**src/rtl/bus_store_master_if.sv**
```systemverilog
// Store-path bundle between a core store port, the store-bus arbiter and an AXI slave.
// The master modport belongs to bus_store_master; the slave modport is for everything it talks to.
interface bus_store_master_if #(
  parameter int ID_W   = 4,
  parameter int ADDR_W = 32,
  parameter int DATA_W = 32
);
  localparam int STRB_W = DATA_W / 8;

  logic              st_req;
  logic [ADDR_W-1:0] st_addr;
  logic [DATA_W-1:0] st_data;
  logic [STRB_W-1:0] st_strb;
  logic [2:0]        st_size;
  logic              st_ready;
  logic              st_done;
  logic              st_err;
  logic              bus_busy;
  logic              bus_req;
  logic              bus_grnt;

  logic [ID_W-1:0]   awid;
  logic [ADDR_W-1:0] awaddr;
  logic [7:0]        awlen;
  logic [2:0]        awsize;
  logic [1:0]        awburst;
  logic              awvalid;
  logic              awready;

  logic [ID_W-1:0]   wid;
  logic [DATA_W-1:0] wdata;
  logic [STRB_W-1:0] wstrb;
  logic              wlast;
  logic              wvalid;
  logic              wready;

  logic [ID_W-1:0]   bid;
  logic [1:0]        bresp;
  logic              bvalid;
  logic              bready;

  modport master (
    input  st_req, st_addr, st_data, st_strb, st_size, bus_grnt,
           awready, wready, bid, bresp, bvalid,
    output st_ready, st_done, st_err, bus_busy, bus_req,
           awid, awaddr, awlen, awsize, awburst, awvalid,
           wid, wdata, wstrb, wlast, wvalid, bready
  );

  modport slave (
    output st_req, st_addr, st_data, st_strb, st_size, bus_grnt,
           awready, wready, bid, bresp, bvalid,
    input  st_ready, st_done, st_err, bus_busy, bus_req,
           awid, awaddr, awlen, awsize, awburst, awvalid,
           wid, wdata, wstrb, wlast, wvalid, bready
  );
endinterface

```
**src/rtl/bus_store_master.sv**
```systemverilog
// Single-beat AXI store master: takes one store from the core, wins the store-bus
// arbiter, then runs AW/W/B to completion and reports the write response.
module bus_store_master #(
  parameter int              ID_W   = 4,
  parameter logic [ID_W-1:0] AXI_ID = 4'd0,
  parameter int              ADDR_W = 32,
  parameter int              DATA_W = 32
) (
  input logic               clk,
  input logic               rst_n,
  bus_store_master_if.master bus
);
  localparam int STRB_W = DATA_W / 8;

  typedef enum logic [1:0] {IDLE, REQ, XFER, RESP} state_t;

  state_t            state, state_nxt;
  logic              aw_pend, aw_pend_nxt;
  logic              w_pend, w_pend_nxt;
  logic              aw_fin, w_fin;
  logic              accept;
  logic              done_nxt, err_nxt;
  logic              st_done_q, st_err_q;
  logic [ADDR_W-1:0] addr_q;
  logic [DATA_W-1:0] data_q;
  logic [STRB_W-1:0] strb_q;
  logic [2:0]        size_q;
  logic              unused_bid;

  // A channel counts as finished once its valid has gone or is being accepted now
  assign aw_fin = !aw_pend || bus.awready;
  assign w_fin  = !w_pend  || bus.wready;

  always_ff @(posedge clk) begin
    if (!rst_n) begin
      state     <= IDLE;
      aw_pend   <= 1'b0;
      w_pend    <= 1'b0;
      st_done_q <= 1'b0;
      st_err_q  <= 1'b0;
      addr_q    <= '0;
      data_q    <= '0;
      strb_q    <= '0;
      size_q    <= '0;
    end else begin
      state     <= state_nxt;
      aw_pend   <= aw_pend_nxt;
      w_pend    <= w_pend_nxt;
      st_done_q <= done_nxt;
      st_err_q  <= err_nxt;
      if (accept) begin
        addr_q <= bus.st_addr;
        data_q <= bus.st_data;
        strb_q <= bus.st_strb;
        size_q <= bus.st_size;
      end
    end
  end

  always_comb begin
    state_nxt   = state;
    aw_pend_nxt = aw_pend;
    w_pend_nxt  = w_pend;
    accept      = 1'b0;
    done_nxt    = 1'b0;
    err_nxt     = 1'b0;
    unique case (state)
      IDLE: begin
        if (bus.st_req) begin
          accept    = 1'b1;
          state_nxt = REQ;
        end
      end
      REQ: begin
        if (bus.bus_grnt) begin
          aw_pend_nxt = 1'b1;
          w_pend_nxt  = 1'b1;
          state_nxt   = XFER;
        end
      end
      XFER: begin
        // Grant loss here is deliberately ignored; the transaction runs to completion
        if (aw_pend && bus.awready) aw_pend_nxt = 1'b0;
        if (w_pend && bus.wready)   w_pend_nxt  = 1'b0;
        if (aw_fin && w_fin)        state_nxt   = RESP;
      end
      RESP: begin
        if (bus.bvalid) begin
          done_nxt  = 1'b1;
          err_nxt   = (bus.bresp != 2'b00);
          state_nxt = IDLE;
        end
      end
      default: state_nxt = IDLE;
    endcase
  end

  // bus_req stays up through XFER/RESP so a preferred-master arbiter keeps us owning the bus
  assign bus.st_ready = (state == IDLE);
  assign bus.st_done  = st_done_q;
  assign bus.st_err   = st_err_q;
  assign bus.bus_req  = (state != IDLE);
  assign bus.bus_busy = (state == XFER) || (state == RESP);
  assign bus.bready   = (state == RESP);

  assign bus.awid    = AXI_ID;
  assign bus.awaddr  = addr_q;
  assign bus.awlen   = 8'd0;
  assign bus.awsize  = size_q;
  assign bus.awburst = 2'b01;
  assign bus.awvalid = aw_pend;

  assign bus.wid    = AXI_ID;
  assign bus.wdata  = data_q;
  assign bus.wstrb  = strb_q;
  assign bus.wlast  = 1'b1;
  assign bus.wvalid = w_pend;

  assign unused_bid = ^bus.bid;
endmodule

```
**src/flat_wrapper.sv**
```systemverilog
// flat-port wrapper written by rule: the top's interface ports become plain ports
module bus_store_master_flat 
#(
  parameter int              ID_W   = 4,
  parameter logic [ID_W-1:0] AXI_ID = 4'd0,
  parameter int              ADDR_W = 32,
  parameter int              DATA_W = 32
)
  (clk, rst_n, bus_st_req, bus_st_addr, bus_st_data, bus_st_strb, bus_st_size, bus_bus_grnt, bus_awready, bus_wready, bus_bid, bus_bresp, bus_bvalid, bus_st_ready, bus_st_done, bus_st_err, bus_bus_busy, bus_bus_req, bus_awid, bus_awaddr, bus_awlen, bus_awsize, bus_awburst, bus_awvalid, bus_wid, bus_wdata, bus_wstrb, bus_wlast, bus_wvalid, bus_bready);
  bus_store_master_if #(.ID_W(ID_W), .ADDR_W(ADDR_W), .DATA_W(DATA_W)) bus_i ();
  input logic clk;
  input logic rst_n;
  input wire logic [$bits(bus_i.st_req)-1:0] bus_st_req;
  input wire logic [$bits(bus_i.st_addr)-1:0] bus_st_addr;
  input wire logic [$bits(bus_i.st_data)-1:0] bus_st_data;
  input wire logic [$bits(bus_i.st_strb)-1:0] bus_st_strb;
  input wire logic [$bits(bus_i.st_size)-1:0] bus_st_size;
  input wire logic [$bits(bus_i.bus_grnt)-1:0] bus_bus_grnt;
  input wire logic [$bits(bus_i.awready)-1:0] bus_awready;
  input wire logic [$bits(bus_i.wready)-1:0] bus_wready;
  input wire logic [$bits(bus_i.bid)-1:0] bus_bid;
  input wire logic [$bits(bus_i.bresp)-1:0] bus_bresp;
  input wire logic [$bits(bus_i.bvalid)-1:0] bus_bvalid;
  output wire logic [$bits(bus_i.st_ready)-1:0] bus_st_ready;
  output wire logic [$bits(bus_i.st_done)-1:0] bus_st_done;
  output wire logic [$bits(bus_i.st_err)-1:0] bus_st_err;
  output wire logic [$bits(bus_i.bus_busy)-1:0] bus_bus_busy;
  output wire logic [$bits(bus_i.bus_req)-1:0] bus_bus_req;
  output wire logic [$bits(bus_i.awid)-1:0] bus_awid;
  output wire logic [$bits(bus_i.awaddr)-1:0] bus_awaddr;
  output wire logic [$bits(bus_i.awlen)-1:0] bus_awlen;
  output wire logic [$bits(bus_i.awsize)-1:0] bus_awsize;
  output wire logic [$bits(bus_i.awburst)-1:0] bus_awburst;
  output wire logic [$bits(bus_i.awvalid)-1:0] bus_awvalid;
  output wire logic [$bits(bus_i.wid)-1:0] bus_wid;
  output wire logic [$bits(bus_i.wdata)-1:0] bus_wdata;
  output wire logic [$bits(bus_i.wstrb)-1:0] bus_wstrb;
  output wire logic [$bits(bus_i.wlast)-1:0] bus_wlast;
  output wire logic [$bits(bus_i.wvalid)-1:0] bus_wvalid;
  output wire logic [$bits(bus_i.bready)-1:0] bus_bready;
  assign bus_i.st_req = bus_st_req;
  assign bus_i.st_addr = bus_st_addr;
  assign bus_i.st_data = bus_st_data;
  assign bus_i.st_strb = bus_st_strb;
  assign bus_i.st_size = bus_st_size;
  assign bus_i.bus_grnt = bus_bus_grnt;
  assign bus_i.awready = bus_awready;
  assign bus_i.wready = bus_wready;
  assign bus_i.bid = bus_bid;
  assign bus_i.bresp = bus_bresp;
  assign bus_i.bvalid = bus_bvalid;
  assign bus_st_ready = bus_i.st_ready;
  assign bus_st_done = bus_i.st_done;
  assign bus_st_err = bus_i.st_err;
  assign bus_bus_busy = bus_i.bus_busy;
  assign bus_bus_req = bus_i.bus_req;
  assign bus_awid = bus_i.awid;
  assign bus_awaddr = bus_i.awaddr;
  assign bus_awlen = bus_i.awlen;
  assign bus_awsize = bus_i.awsize;
  assign bus_awburst = bus_i.awburst;
  assign bus_awvalid = bus_i.awvalid;
  assign bus_wid = bus_i.wid;
  assign bus_wdata = bus_i.wdata;
  assign bus_wstrb = bus_i.wstrb;
  assign bus_wlast = bus_i.wlast;
  assign bus_wvalid = bus_i.wvalid;
  assign bus_bready = bus_i.bready;
  bus_store_master #(.ID_W(ID_W), .AXI_ID(AXI_ID), .ADDR_W(ADDR_W), .DATA_W(DATA_W)) u_core (.clk(clk), .rst_n(rst_n), .bus(bus_i));
endmodule
```
**config.mk**
```make
export PLATFORM = sky130hd
export DESIGN_NAME = bus_store_master_flat
export DESIGN_NICKNAME = d
export VERILOG_FILES = /design/src/rtl/bus_store_master_if.sv /design/src/rtl/bus_store_master.sv /design/src/flat_wrapper.sv
export SDC_FILE = /design/constraint.sdc
export NUM_CORES = 1
export LEC_CHECK = 0
export ABC_AREA = 0
export CORE_MARGIN = 2
export CORE_UTILIZATION = 39
export DETAILED_ROUTE_END_ITERATION = 12
export MAX_ROUTING_LAYER = met4
export PLACE_DENSITY_LB_ADDON = 0.08
export SLEW_MARGIN = 20
export SYNTH_ARGS = -nofsm -noshare
export SYNTH_HDL_FRONTEND = slang
export SYNTH_SLANG_ARGS = --single-unit
```
**constraint.sdc**
```tcl
create_clock -name clk -period 1.45 [get_ports clk]
set_input_delay 0.3625 -clock clk [delete_from_list [all_inputs] [get_ports clk]]
set_output_delay 0.3625 -clock clk [all_outputs]
set_load 0.1 [all_outputs]
```
==> impl_metrics.json <==
{
  "overflow": 0,
  "slew_violations": 0,
  "clk_pin_slew_ps": 80,
  "die_h_um": 95.3,
  "arrival_ps": 1990,
  "p_clk_frac": 0.119,
  "ys_seq_elements": 77,
  "synth_area_leader_cell": "dfxtp_1",
  "synthTopCellsByArea": "dfxtp_1, nand2_1, a21boi_2",
  "synthDistinctLibCells": 24,
  "clk_path_buf_depth": 2,
  "grt_pass1_vias": 2971,
  "first_pass_iters": 4,
  "root_buffer": "clkbuf_8",
  "path_max_fanout": 5,
  "syn2layout_area_growth_pct": 104,
  "start_util": 0.400,
  "hp-start": "rst_n",
  "crit_path_max_incr_delay_ps": 350,
  "crit_chain": "inv_2 > buf_6 > ha_4 > buf_4 > buf_8 > and2_4 > buf_6 > buf_12 > nand2_1 > a21boi_1",
  "async_flop_share": 0,
  "tritoncts": "done",
  "grt_pass1_wl_um": 14000,
  "rows": 33,
  "route.detailed.drc": 0,
  "ant_nets": 0,
  "cp_slowest_cell": "dfxtp_2",
  "drt-wirelength-per-cell_um": 17.4,
  "utilization": 0.817,
  "synth_top_area_frac": 0.474,
  "powerDensity_mw_per_mm2": 1980,
  "max_freq_ghz": 0.577,
  "core_mm2": 0.00813,
  "p_int_mw": 6.83,
  "drive_gt1_frac": 0.409,
  "r2r-start": "u_core.state[0]",
  "port_buffers": 158,
  "nNetsFinal": 646,
  "path_class": "flop to flop",
  "finalSetupTns_ps": -14350,
  "worst_path_most_repeated_cell": "buf_6",
  "p_sw_frac": 0.479,
  "synth_ff_type": "dfxtp_1",
  "clock_latency_ps": 340,
  "grt_max_degree": 42,
  "cts.htree.levels": 3,
  "fin_worst_skew_ps": 8.32,
  "postCtsHoldBufs": 0,
  "crit_start": "u_core.state[0]",
  "gp_congestion": 0.757,
  "violations": "setup timing",
  "n_antenna_cell": 0,
  "vdd_drop_max_uv": 2230,
  "worst_slack_ps": -283,
  "seqCellArea_mm2": 0.00155,
  "grt_usage": 0.207,
  "vias_per_cell": 4.83,
  "start_kind": "flop",
  "yosysWarningCount": 0,
  "pwr-share-seq": 0.221,
  "p_comb_frac": 0.660,
  "status": "finished, violations left",
  "power_mw": 13.1,
  "period_share": 1.20,
  "num-fill-cells": 479,
  "synth_edf_count": 0,
  "synth.yosys.seq_area_share": 0.474,
  "hpwl_um": 6420,
  "multi_input_area_mm2": 0.00167,
  "avgSynthCellArea_um2": 8.86,
  "finalHoldViolCount": 0,
  "io_pins": 182,
  "final-setup-viol-count": 77,
  "ys_top_cells_by_count": "nand2_1, dfxtp_1, a21boi_1",
  "cts.sinks": 77,
  "antenna_found_initial": 0,
  "drt-initial-drc-count": 85,
  "period_needed_ps": 1730,
  "leakagePower_nw": 2.65,
  "routed_wl_um": 11600,
  "die_w_um": 95.3,
  "rsz0062_at_grt": "yes",
  "relSlewSlack": 0.640,
  "netlist_area_mm2": 0.00325,
  "hold_path_class": "input port to flop",
  "crit_required_ps": 1710,
  "tightest_slew_ps": 539,
  "yosysMostFrequentCell": "nand2_1",
  "vias": 3222,
  "syn_inst": 367,
  "cp-end-kind": "flop",
  "switching_power_mw": 6.29,
  "maxCapViolCount": 0,
  "die_area_mm2": 0.00908,
  "hold_slack_ps": 428,
  "cts_buffers": 9
}
==> metrics by stage <==
stage               std cells  cell area, um^2  setup WS (ps)
floorplan                 384             3340           -547
global placement          618             5700           -149
detailed placement        618             5700           -176
CTS                       641             6070           -251
global route              667             6650           -332
finish                    667             6650           -283
==> placed cells by master, fill, tap and decap left out, types with 2 or more instances in the layout <==
master           instances
a21boi_1                38
a21boi_2                33
a21oi_1                  4
and2_4                   2
buf_12                  86
buf_16                   4
buf_4                   10
buf_6                   11
buf_8                    4
clkbuf_1                 2
clkbuf_16                8
clkbuf_8                12
clkdlybuf4s50_1         77
clkinvlp_4               2
conb_1                  19
dfxtp_1                 75
ha_1                     2
ha_4                     2
inv_1                    3
inv_2                    2
nand2_1                101
nand2_2                 41
nand2_4                  2
nand2_8                  2
nor2_1                   2
o21a_1                   3
==> layout make-up <==
type                            instances  area share
Clock buffer                           14      0.0260
Tap cell                              105      0.0198
Clock inverter                          2     0.00245
Inverter                                6     0.00395
Multi-Input combinational cell        261       0.252
Timing Repair Buffer                  202       0.463
Sequential cell                        77       0.233
==> cells by family (layout without fill, tap and decap cells) <==
logic type      count (synthesis)  count (layout)  share of synthesized area
simple gates                  151             153                      0.178
mux                             1               1                    0.00308
fa+ha+maj                       5               5                     0.0192
compound gates                 83              83                      0.224
buf+inv                        48             224                     0.0989
other cells                     2              19                    0.00231
flops                          77              77                      0.474
==> routing by layer <==
metal / vias to the layer above / GRT usage / wire, um
met4: 0 / 0.0543 / 104
met2: 119 / 0.362 / 6160
met1: 1569 / 0.237 / 4570
met3: 13 / 0.0490 / 765
met5: - / - / 0
li1: 1521 / - / -
==> timing repair <==
action,4_1_cts,5_1_grt
gates cloned,4,16
buffers inserted,3,10
setup endpoints to repair,5,77
resized for setup,8,70
pin swaps,2,10
==> path summary, 6_finish.rpt <==
kind | to | slack (ps) | depth (start not counted)
setup / recovery | u_core.bus.wdata[0] | -280 | 10
hold / removal | u_core.state[1] | 430 | 3
setup reg to reg | u_core.bus.wdata[0] | -280 | 10
hold reg to reg | u_core.bus.wdata[10] | 490 | 2
==> flip-flops by register name, summed over array words and instances, names as in the netlist, 2 cells and up <==
register / flops
u_core.state: 2
u_core.bus.awaddr: 32
u_core.bus.wdata: 32
u_core.bus.awsize: 3
u_core.bus.wstrb: 4
==> power by group through the flow <==
stage	sequential (mW)	combinational [mW]	clock, mW
2_1_floorplan	5.18	2.12	0
3_3_place_gp	2.90	6.69	0
3_5_place_dp	2.93	6.77	0
4_1_cts	2.89	7.27	1.60
5_1_grt	2.94	8.94	1.67
6_report	2.90	8.66	1.56
==> worst max-delay path, delay by kind of cell, from the launching register on <==
family / cells / cell delay, ps
and+or+nand+nor: 2 / 280
DFF: 1 / 350
adders and majority gates: 1 / 160
AOI/OAI and AO/OA: 1 / 180
buffers and inverters: 6 / 680
(Power assumes the default switching activity.)
